===== config.mk =====
export PLATFORM = sky130hd
export DESIGN_NAME = control_sequencer_flat
export DESIGN_NICKNAME = d
export VERILOG_FILES = /design/src/rtl/control_sequencer_pkg.sv /design/src/rtl/control_sequencer_if.sv /design/src/rtl/ctrl_opclass_decode.sv /design/src/rtl/control_sequencer.sv /design/src/flat_wrapper.sv
export SDC_FILE = /design/constraint.sdc
export NUM_CORES = 1
export LEC_CHECK = 0
export BUFFER_PORTS_ARGS = -buffer_cell sky130_fd_sc_hd__buf_2
export CAP_MARGIN = 20
export CELL_PAD_IN_SITES_DETAIL_PLACEMENT = 0
export CELL_PAD_IN_SITES_GLOBAL_PLACEMENT = 1
export CORE_MARGIN = 2
export CORE_UTILIZATION = 22
export CTS_CLUSTER_DIAMETER = 60
export DETAILED_ROUTE_END_ITERATION = 8
export PLACE_DENSITY_LB_ADDON = 0.1
export SYNTH_ARGS = -nofsm -noshare
export SYNTH_HDL_FRONTEND = slang
export SYNTH_SLANG_ARGS = --single-unit
export TNS_END_PERCENT = 1

===== constraint.sdc =====
create_clock -name clock -period 2.55 [get_ports clock]
set_input_delay 0.51 -clock clock [delete_from_list [all_inputs] [get_ports clock]]
set_output_delay 0.51 -clock clock [all_outputs]
set_load 0.01 [all_outputs]

===== src/rtl/control_sequencer_pkg.sv =====
// Shared control-unit definitions: opcode values, FSM state encoding and opcode classes.
package cpu_ctrl_pkg;

   localparam logic [4:0] OP_ADD  = 5'b00011;
   localparam logic [4:0] OP_SUB  = 5'b00100;
   localparam logic [4:0] OP_AND  = 5'b00101;
   localparam logic [4:0] OP_OR   = 5'b00110;
   localparam logic [4:0] OP_ROR  = 5'b00111;
   localparam logic [4:0] OP_ROL  = 5'b01000;
   localparam logic [4:0] OP_SHR  = 5'b01001;
   localparam logic [4:0] OP_SHRA = 5'b01010;
   localparam logic [4:0] OP_SHL  = 5'b01011;
   localparam logic [4:0] OP_DIV  = 5'b01111;
   localparam logic [4:0] OP_MUL  = 5'b10000;
   localparam logic [4:0] OP_NEG  = 5'b10001;
   localparam logic [4:0] OP_NOT  = 5'b10010;
   localparam logic [4:0] OP_NOP  = 5'b11010;
   localparam logic [4:0] OP_HALT = 5'b11011;

   localparam logic [3:0] ST_IDLE = 4'd0;
   localparam logic [3:0] ST_T0   = 4'd1;
   localparam logic [3:0] ST_T1   = 4'd2;
   localparam logic [3:0] ST_T2   = 4'd3;
   localparam logic [3:0] ST_T3   = 4'd4;
   localparam logic [3:0] ST_T4   = 4'd5;
   localparam logic [3:0] ST_T5   = 4'd6;
   localparam logic [3:0] ST_T6   = 4'd7;
   localparam logic [3:0] ST_HALT = 4'd8;

   typedef enum logic [3:0] {
      S_IDLE = ST_IDLE,
      S_T0   = ST_T0,
      S_T1   = ST_T1,
      S_T2   = ST_T2,
      S_T3   = ST_T3,
      S_T4   = ST_T4,
      S_T5   = ST_T5,
      S_T6   = ST_T6,
      S_HALT = ST_HALT
   } state_t;

   typedef enum logic [2:0] {
      CLS_RTYPE,
      CLS_UNARY,
      CLS_MULDIV,
      CLS_NOP,
      CLS_HALT,
      CLS_ILLEGAL
   } op_class_t;

endpackage


===== src/rtl/control_sequencer_if.sv =====
// Datapath control interface: register-transfer strobes and ALU opcode out, IR contents back.
interface control_sequencer_if #(
   parameter int OPC_W = 5,
   parameter int IR_W  = 32
);
   logic             PCout, Zhighout, Zlowout, MDRout;
   logic             MARin, PCin, MDRin, IRin, Yin, IncPC, Read;
   logic             HIin, LOin, ZHighIn, ZLowIn;
   logic             Gra, Grb, Grc, Rin, Rout;
   logic [OPC_W-1:0] alu_op;
   logic [IR_W-1:0]  ir;

   modport master (
      output PCout, Zhighout, Zlowout, MDRout,
      output MARin, PCin, MDRin, IRin, Yin, IncPC, Read,
      output HIin, LOin, ZHighIn, ZLowIn,
      output Gra, Grb, Grc, Rin, Rout,
      output alu_op,
      input  ir
   );

   modport slave (
      input  PCout, Zhighout, Zlowout, MDRout,
      input  MARin, PCin, MDRin, IRin, Yin, IncPC, Read,
      input  HIin, LOin, ZHighIn, ZLowIn,
      input  Gra, Grb, Grc, Rin, Rout,
      input  alu_op,
      output ir
   );
endinterface


===== src/rtl/ctrl_opclass_decode.sv =====
// Combinational opcode classifier; reused by other control blocks (branch, load/store).
module ctrl_opclass_decode
   import cpu_ctrl_pkg::*;
#(
   parameter int OPC_W = 5
) (
   input  logic [OPC_W-1:0] opcode,
   output op_class_t        op_class
);

   always_comb begin
      op_class = CLS_ILLEGAL;
      case (opcode)
         OP_ADD, OP_SUB, OP_AND, OP_OR, OP_ROR,
         OP_ROL, OP_SHR, OP_SHRA, OP_SHL: op_class = CLS_RTYPE;
         OP_NEG, OP_NOT:                  op_class = CLS_UNARY;
         OP_MUL, OP_DIV:                  op_class = CLS_MULDIV;
         OP_NOP:                          op_class = CLS_NOP;
         OP_HALT:                         op_class = CLS_HALT;
         default:                         op_class = CLS_ILLEGAL;
      endcase
   end

endmodule


===== src/rtl/control_sequencer.sv =====
// Hardwired fetch/execute sequencer driving the datapath strobes.
// Optional SEQ_INSTR_COUNT_EN adds the retired-instruction counter output.
//
// state | meaning
// IDLE  | waiting for run
// T0    | PC -> MAR, increment PC
// T1    | memory read into MDR, held until mem_ready
// T2    | MDR -> IR
// T3    | decode; first operand -> Y, or retire nop/illegal, or enter HALT
// T4    | ALU operate, result into Z
// T5    | Zlow -> Ra (last step) or Zlow -> LO (mul/div)
// T6    | Zhigh -> HI (mul/div last step)
// HALT  | halted, left only by clear
module control_sequencer
   import cpu_ctrl_pkg::*;
#(
   parameter int OPC_W = 5,
   parameter int IR_W  = 32
) (
   input  logic        clock,
   input  logic        clear,
   input  logic        run,
   input  logic        mem_ready,
   control_sequencer_if.master bus,
   output logic        halted,
`ifdef SEQ_INSTR_COUNT_EN
   output logic [31:0] retired,
`endif
   output logic        illegal
);

   state_t           state, state_nxt, resume_st;
   op_class_t        op_class;
   logic [OPC_W-1:0] opcode;
   logic             retire_evt;
   logic             ir_unused;

   assign opcode    = bus.ir[IR_W-1 -: OPC_W];
   assign ir_unused = ^bus.ir[IR_W-OPC_W-1:0];
   assign resume_st = run ? S_T0 : S_IDLE;

   ctrl_opclass_decode #(.OPC_W(OPC_W)) u_decode (
      .opcode   (opcode),
      .op_class (op_class)
   );

   always_ff @(posedge clock or negedge clear) begin
      if (!clear) state <= S_IDLE;
      else        state <= state_nxt;
   end

   always_comb begin
      state_nxt    = state;
      bus.PCout    = 1'b0;
      bus.Zhighout = 1'b0;
      bus.Zlowout  = 1'b0;
      bus.MDRout   = 1'b0;
      bus.MARin    = 1'b0;
      bus.PCin     = 1'b0;
      bus.MDRin    = 1'b0;
      bus.IRin     = 1'b0;
      bus.Yin      = 1'b0;
      bus.IncPC    = 1'b0;
      bus.Read     = 1'b0;
      bus.HIin     = 1'b0;
      bus.LOin     = 1'b0;
      bus.ZHighIn  = 1'b0;
      bus.ZLowIn   = 1'b0;
      bus.Gra      = 1'b0;
      bus.Grb      = 1'b0;
      bus.Grc      = 1'b0;
      bus.Rin      = 1'b0;
      bus.Rout     = 1'b0;
      bus.alu_op   = '0;
      halted       = 1'b0;
      illegal      = 1'b0;
      retire_evt   = 1'b0;
      case (state)
         S_IDLE: if (run) state_nxt = S_T0;
         S_T0: begin
            bus.PCout = 1'b1;
            bus.MARin = 1'b1;
            bus.IncPC = 1'b1;
            state_nxt = S_T1;
         end
         S_T1: begin
            bus.Read  = 1'b1;
            bus.MDRin = 1'b1;
            if (mem_ready) state_nxt = S_T2;
         end
         S_T2: begin
            bus.MDRout = 1'b1;
            bus.IRin   = 1'b1;
            state_nxt  = S_T3;
         end
         S_T3: begin
            case (op_class)
               CLS_RTYPE, CLS_UNARY: begin
                  bus.Grb   = 1'b1;
                  bus.Rout  = 1'b1;
                  bus.Yin   = 1'b1;
                  state_nxt = S_T4;
               end
               CLS_MULDIV: begin
                  bus.Gra   = 1'b1;
                  bus.Rout  = 1'b1;
                  bus.Yin   = 1'b1;
                  state_nxt = S_T4;
               end
               CLS_NOP: begin
                  retire_evt = 1'b1;
                  state_nxt  = resume_st;
               end
               CLS_HALT: begin
                  retire_evt = 1'b1;
                  state_nxt  = S_HALT;
               end
               default: begin
                  illegal    = 1'b1;
                  retire_evt = 1'b1;
                  state_nxt  = resume_st;
               end
            endcase
         end
         S_T4: begin
            bus.alu_op  = opcode;
            bus.ZHighIn = 1'b1;
            bus.ZLowIn  = 1'b1;
            // unary ops take their only operand from Y, so the bus stays undriven
            if (op_class == CLS_RTYPE) begin
               bus.Grc  = 1'b1;
               bus.Rout = 1'b1;
            end else if (op_class == CLS_MULDIV) begin
               bus.Grb  = 1'b1;
               bus.Rout = 1'b1;
            end
            state_nxt = S_T5;
         end
         S_T5: begin
            bus.Zlowout = 1'b1;
            if (op_class == CLS_MULDIV) begin
               bus.LOin  = 1'b1;
               state_nxt = S_T6;
            end else begin
               bus.Gra    = 1'b1;
               bus.Rin    = 1'b1;
               retire_evt = 1'b1;
               state_nxt  = resume_st;
            end
         end
         S_T6: begin
            bus.Zhighout = 1'b1;
            bus.HIin     = 1'b1;
            retire_evt   = 1'b1;
            state_nxt    = resume_st;
         end
         S_HALT: halted = 1'b1;
         default: state_nxt = S_IDLE;
      endcase
   end

`ifdef SEQ_INSTR_COUNT_EN
   always_ff @(posedge clock or negedge clear) begin
      if (!clear)          retired <= '0;
      else if (retire_evt) retired <= retired + 32'd1;
   end
`else
   logic retire_unused;
   assign retire_unused = retire_evt;
`endif

endmodule


===== src/flat_wrapper.sv =====
// flat-port wrapper written by rule: the top's interface ports become plain ports
module control_sequencer_flat import cpu_ctrl_pkg::*;
#(
   parameter int OPC_W = 5,
   parameter int IR_W  = 32
)
  (clock, clear, run, mem_ready, halted, illegal, bus_PCout, bus_Zhighout, bus_Zlowout, bus_MDRout, bus_MARin, bus_PCin, bus_MDRin, bus_IRin, bus_Yin, bus_IncPC, bus_Read, bus_HIin, bus_LOin, bus_ZHighIn, bus_ZLowIn, bus_Gra, bus_Grb, bus_Grc, bus_Rin, bus_Rout, bus_alu_op, bus_ir);
  control_sequencer_if #(.OPC_W(OPC_W), .IR_W(IR_W)) bus_i ();
  input  logic clock;
  input  logic clear;
  input  logic run;
  input  logic mem_ready;
  output logic halted;
  output logic illegal;
  output wire logic [$bits(bus_i.PCout)-1:0] bus_PCout;
  output wire logic [$bits(bus_i.Zhighout)-1:0] bus_Zhighout;
  output wire logic [$bits(bus_i.Zlowout)-1:0] bus_Zlowout;
  output wire logic [$bits(bus_i.MDRout)-1:0] bus_MDRout;
  output wire logic [$bits(bus_i.MARin)-1:0] bus_MARin;
  output wire logic [$bits(bus_i.PCin)-1:0] bus_PCin;
  output wire logic [$bits(bus_i.MDRin)-1:0] bus_MDRin;
  output wire logic [$bits(bus_i.IRin)-1:0] bus_IRin;
  output wire logic [$bits(bus_i.Yin)-1:0] bus_Yin;
  output wire logic [$bits(bus_i.IncPC)-1:0] bus_IncPC;
  output wire logic [$bits(bus_i.Read)-1:0] bus_Read;
  output wire logic [$bits(bus_i.HIin)-1:0] bus_HIin;
  output wire logic [$bits(bus_i.LOin)-1:0] bus_LOin;
  output wire logic [$bits(bus_i.ZHighIn)-1:0] bus_ZHighIn;
  output wire logic [$bits(bus_i.ZLowIn)-1:0] bus_ZLowIn;
  output wire logic [$bits(bus_i.Gra)-1:0] bus_Gra;
  output wire logic [$bits(bus_i.Grb)-1:0] bus_Grb;
  output wire logic [$bits(bus_i.Grc)-1:0] bus_Grc;
  output wire logic [$bits(bus_i.Rin)-1:0] bus_Rin;
  output wire logic [$bits(bus_i.Rout)-1:0] bus_Rout;
  output wire logic [$bits(bus_i.alu_op)-1:0] bus_alu_op;
  input wire logic [$bits(bus_i.ir)-1:0] bus_ir;
  assign bus_PCout = bus_i.PCout;
  assign bus_Zhighout = bus_i.Zhighout;
  assign bus_Zlowout = bus_i.Zlowout;
  assign bus_MDRout = bus_i.MDRout;
  assign bus_MARin = bus_i.MARin;
  assign bus_PCin = bus_i.PCin;
  assign bus_MDRin = bus_i.MDRin;
  assign bus_IRin = bus_i.IRin;
  assign bus_Yin = bus_i.Yin;
  assign bus_IncPC = bus_i.IncPC;
  assign bus_Read = bus_i.Read;
  assign bus_HIin = bus_i.HIin;
  assign bus_LOin = bus_i.LOin;
  assign bus_ZHighIn = bus_i.ZHighIn;
  assign bus_ZLowIn = bus_i.ZLowIn;
  assign bus_Gra = bus_i.Gra;
  assign bus_Grb = bus_i.Grb;
  assign bus_Grc = bus_i.Grc;
  assign bus_Rin = bus_i.Rin;
  assign bus_Rout = bus_i.Rout;
  assign bus_alu_op = bus_i.alu_op;
  assign bus_i.ir = bus_ir;
  control_sequencer #(.OPC_W(OPC_W), .IR_W(IR_W)) u_core (.clock(clock), .clear(clear), .run(run), .mem_ready(mem_ready), .bus(bus_i), .halted(halted), .illegal(illegal));
endmodule

==> impl_metrics.yaml, run 1 <==
sta:
  finalCritPeriodShare_pct: 93.7
  drv_slew: 0
  tns_ps: 0
  tightest_slew_ps: 639
  fin_crit_ps: 2390
  timing.slew.headroom_pct: 57.2
  setup-violations-final: 0
  rsz0062_at_grt: "false"
  clock_skew_ps: 4.67
  fmax_mhz: 419
  hold_violations: 0
  layout_setup_ws_ps: 161
  hold_ws_ps: 69.4
die:
  start_util_pct: 23.1
  fp.dieH_um: 57.9
  dieArea_sq_um: 3350
  core-area_sq_um: 2760
  rows: 19
  pin_count: 63
  chipWidth_um: 57.9
layout:
  regMostFlops: "u_core.state"
  instances_no_fill: 141
  drive_gt1_share_pct: 46.4
  n_antenna_cell: 0
  largest_register_ffs: 4
  fin_nets: 148
  final_common_cell: "buf_2"
  layout_common_cells: "34 x buf_2, 8 x nor3_1, 6 x nor2_1"
  reg_top3: "u_core.state (4)"
  area_growth_pct: 25.3
synth:
  synth_area_leader_cell: "dfrtp_1"
  synthArstFlopShare_pct: 100
  synth-seq-area-share_pct: 15.7
  netlist.area_leader.share_pct: 15.7
  ys.flop_type: "dfrtp_1"
  syn_inst: 83
  yosys_warnings: 0
  syn_nets: 119
  yosys_register_bits: 4
  synth_area_leaders: "dfrtp_1 16%, buf_4 9.4%, nor3_1 6.3%"
  synth.cell_area_sq_um: 638
  syn_avg_cell_area_sq_um: 7.69
  synth.distinct_cells: 37
  synth-edff-count: 0
cts:
  cts_tree: "yes"
  cts.reportedPaths.clkPinSlew_ps: 40
  clock-root-buffer: "clkbuf_4"
  cts_buffers: 3
  cts_hold_buf: 0
  htreeDepth: 1
  clk_path_buf_depth: 2
  clk_latency_ps: 230
  cts_sinks: 4
place:
  dp_cells: 138
  dp_slack_ps: 174
  gp_congestion: 0.750
  port-buffer-count: 34
  place_hpwl_mm: 1.49
power_and_ir_drop:
  seqPwrFrac_pct: 22.9
  p_int_uw: 298
  cellLeakagePower_uw: 0.000440
  worst_ir_drop_vdd_v: 0.000333
  p_sw_share_pct: 46.4
  switching_power_uw: 258
  power_density_nw_per_um2: 696
  combPwrFrac_pct: 63.3
  clockPowerShare_pct: 13.7
worst_setup_path:
  end_kind: "output pin"
  arrival_ps: 1880
  crit_required_ps: 2040
  startpoint_type: "flip-flop"
  worstSetupPathType: "flip-flop to output pin"
  cp_max_fo: 8
route:
  route.detailed.drc: 0
  wl_per_cell_um: 13.3
  ant_nets: 0
  drt_iter0_markers: 6
  drt_wl_total_mm: 1.88
  drt_pre_antenna_iters: 4
  vias: 676
  viasPerCell: 4.79
run:
  max_cap_violations: 0
grt:
  grt_pass1_wl_mm: 3.02
  overflow: 0
  grt_use_total_pct: 11.3
  grt_max_degree: 12
  antenna_found_initial: 0
  grt_pass1_vias: 607
min_path:
  worstHoldPathType: "input port to asynchronous set/reset pin"
run_status:
  outcome: "finished, final reports clean"
[Yosys cell counts (2+ instances only)]
library cell,count
a21o_1,2
and2_1,3
a21oi_1,5
and2_2,2
nor3_1,8
inv_1,4
buf_2,3
nor2_1,6
buf_4,8
nand2_1,5
buf_6,2
o21ai_0,2
or4b_1,2
nand2b_1,5
dfrtp_1,4
[stage by stage]
step	power [uW]	area, sq um	utilization [%]
finish	556	800	29.0
global route	608	800	29.0
CTS	556	795	28.8
detailed placement	476	772	28.0
global placement	482	772	28.0
floorplan	389	638	-
[layer usage]
| metal | part of all wire [%] | global-route usage [%] | wire (um) | vias up |
|---|---|---|---|---|
| met5 | 0 | 0 | 0 | - |
| met1 | 53 | 17.5 | 994 | 302 |
| met4 | 1.0 | 2.99 | 19 | 0 |
| met2 | 42 | 16.2 | 783 | 20 |
| met3 | 4.4 | 1.79 | 82 | 2 |
| li1 | - | - | - | 352 |
[repair_timing]
| item | CTS | global route |
|---|---|---|
| setup buffers | 0 | 0 |
| gates resized for setup | 0 | 2 |
| setup endpoints to repair | 0 | 1 |
[final timing paths]
kind,slack (ps),endpoint,depth (start not counted),start
worst max register to register,770,u_core.state[2],4,u_core.state[2]
worst min register to register,570,u_core.state[0],1,u_core.state[3]
max in group asynchronous,2360,u_core.state[2],1,clear
worst min-delay path,70,u_core.state[0],1,clear
min in group clock,570,u_core.state[0],1,u_core.state[3]
worst max-delay path,160,bus_Grb,4,u_core.state[1]
[layout make-up]
class                      instances  area (sq um)
tap                               31          38.8
fill                             316          1960
timing repair buffer              37           193
multi-input combinational         62           429
clock buffer                       3          22.5
inverter                           4          15.0
sequential                         4           101
[cells by family (layout without fill, tap and decap cells)]
kind of cell,count (synthesis),in the layout,share of synthesized area [%]
DFF,4,4,15.7
other,1,1,0.588
muxes,2,2,3.33
buffers and inverters,17,44,17.6
AOI/OAI and AO/OA,21,21,27.8
and+or+nand+nor,38,38,34.9
[critical path, stage by stage, from the launching register on]
cell	delay, ps
dfrtp_1	460
or4b_4	580
a311o_1	330
a21oi_1	130
buf_2	150
[power groups by stage]
| stage | clock network (uW) | registers [uW] | logic (uW) |
|---|---|---|---|
| after detailed placement | 0 | 124 | 352 |
| after global routing | 85.3 | 133 | 390 |
| after global placement | 0 | 124 | 357 |
| after CTS | 78.8 | 123 | 354 |
| final | 76.4 | 128 | 352 |
| after floorplan | 0 | 112 | 277 |
Power figures use the tool's default switching activity.
==> run 2: changes to the inputs <==
--- a/config.mk
+++ b/config.mk
@@ -11,5 +11,6 @@
 export CELL_PAD_IN_SITES_GLOBAL_PLACEMENT = 1
 export CORE_MARGIN = 2
-export CORE_UTILIZATION = 22
+export CORE_UTILIZATION = 23
+export CTS_BUF_LIST = sky130_fd_sc_hd__clkbuf_2 sky130_fd_sc_hd__clkbuf_4 sky130_fd_sc_hd__clkbuf_8
 export CTS_CLUSTER_DIAMETER = 60
 export DETAILED_ROUTE_END_ITERATION = 8
==> constraint.sdc (replaced) <==
create_clock -name clock -period 2.55 [get_ports clock]
set_input_delay 0.51 -clock clock [delete_from_list [all_inputs] [get_ports clock]]
set_output_delay 0.51 -clock clock [all_outputs]
set_load 0.02 [all_outputs]
==> impl_metrics.yaml, run 2 (synthesis gave the netlist of run 1 again) <==
run_status:
  outcome: "finished, final reports clean"
cts:
  cts_resized: 0
  htreeDepth: 1
  cts_sinks: 4
  post_cts_buffers: 0
  cts_hold_buf: 0
  clk_latency_ps: 230
  cts_tree: "yes"
  cts.reportedPaths.clkPinSlew_ps: 40
  clock-root-buffer: "clkbuf_4"
  clk_path_buf_depth: 2
  cts_buffers: 3
worst_setup_path:
  worstSetupPathType: "flip-flop to output pin"
  cp_max_fo: 7
  startpoint_type: "flip-flop"
  crit_required_ps: 2040
  worst-r2r-cell-count: 4
  arrival_ps: 1940
  end_kind: "output pin"
layout:
  finish.instance_area_sq_um: 805
  post-route-util_pct: 29.9
  largest_register_ffs: 4
  regMostFlops: "u_core.state"
  fin_nets: 149
  final_common_cell: "buf_2"
  n_antenna_cell: 0
  area_growth_pct: 26.1
  layout_common_cells: "34 x buf_2, 8 x nor3_1"
  reg_top3: "u_core.state (4)"
  drive_gt1_share_pct: 45.9
die:
  core-area_sq_um: 2690
  start_util_pct: 23.8
  chipWidth_um: 56.7
  rows: 19
  fp.dieH_um: 56.7
  pin_count: 63
  dieArea_sq_um: 3210
sta:
  hold_violations: 0
  timing.slew.headroom_pct: 65.4
  setup-violations-final: 0
  drv_slew: 0
  tns_ps: 0
  finalCritPeriodShare_pct: 96.1
  fmax_mhz: 408
  hold_ws_ps: 70.8
  rsz0062_at_grt: "false"
  tightest_slew_ps: 506
  fin_crit_ps: 2450
  clock_skew_ps: 1.67
route:
  route.detailed.drc: 0
  viasPerCell: 4.74
  wl_per_cell_um: 12.9
  vias: 673
  drt_wl_total_mm: 1.84
  drt_pre_antenna_iters: 4
  drt_iter0_markers: 9
  ant_nets: 0
grt:
  grt_pass1_wl_mm: 3.04
  grt_max_degree: 12
  overflow: 0
  grt_use_total_pct: 11.9
  antenna_found_initial: 0
  grt_pass1_vias: 659
min_path:
  worstHoldPathType: "input port to asynchronous set/reset pin"
place:
  port-buffer-count: 34
  place_hpwl_mm: 1.47
  postPlaceCellArea_sq_um: 779
  gp_congestion: 0.744
power_and_ir_drop:
  p_total_uw: 632
  worst_ir_drop_vdd_v: 0.000493
  power_density_nw_per_um2: 785
  cellLeakagePower_uw: 0.000446
run:
  max_cap_violations: 0
==> run 2: changes by cell type in the layout (fill, tap and decap cells not counted), sizes merged <==
| cell | before | now |
|---|---|---|
| buf | 37 | 38 |
==> run 2: through the flow <==
stage               cells  setup slack, ps
floorplan              83              195
global placement      139              145
detailed placement    139              148
CTS                   142             79.9
global route          142             18.2
finish                142             98.5
==> run 2: routing by layer <==
metal / part of all wire (%) / global-route usage [%] / vias to the layer above
li1: - / - / 351
met1: 50 / 16.5 / 302
met5: 0 / 0 / -
met2: 45 / 18.1 / 18
met3: 5.0 / 1.61 / 2
met4: 0.44 / 5.10 / 0
==> run 2: worst paths after layout <==
path,to,slack (ps),from
setup reg to reg,u_core.state[2],740,u_core.state[3]
setup / recovery,bus_Grb,100,u_core.state[3]
hold / removal,u_core.state[3],70,clear
hold reg to reg,u_core.state[0],560,u_core.state[3]
max in group asynchronous,u_core.state[1],2360,clear
min in group clock,u_core.state[0],560,u_core.state[3]
==> run 2: worst max-delay path: stages (launching register included) <==
cell and delay [ps]:
dfrtp_1 440, or4b_1 600, a311o_1 360, a21oi_1 130, buf_2 180
==> run 2: layout make-up <==
cell class / instances / area, sq um
fillers: 316 / 1880
multi-input cells: 62 / 428
repair buffers: 38 / 200
flip-flops and latches: 4 / 100
well taps: 31 / 38.8
clock buffers: 3 / 22.5
inverters: 4 / 15.0
==> run 2: power by group <==
group,leakage [uW],internal (uW),switching (uW)
Combinational,0.000380,165,281
Clock,0.0000138,52.7,26.5
Sequential,0.0000515,87.1,19.3
Total,0.000446,305,327
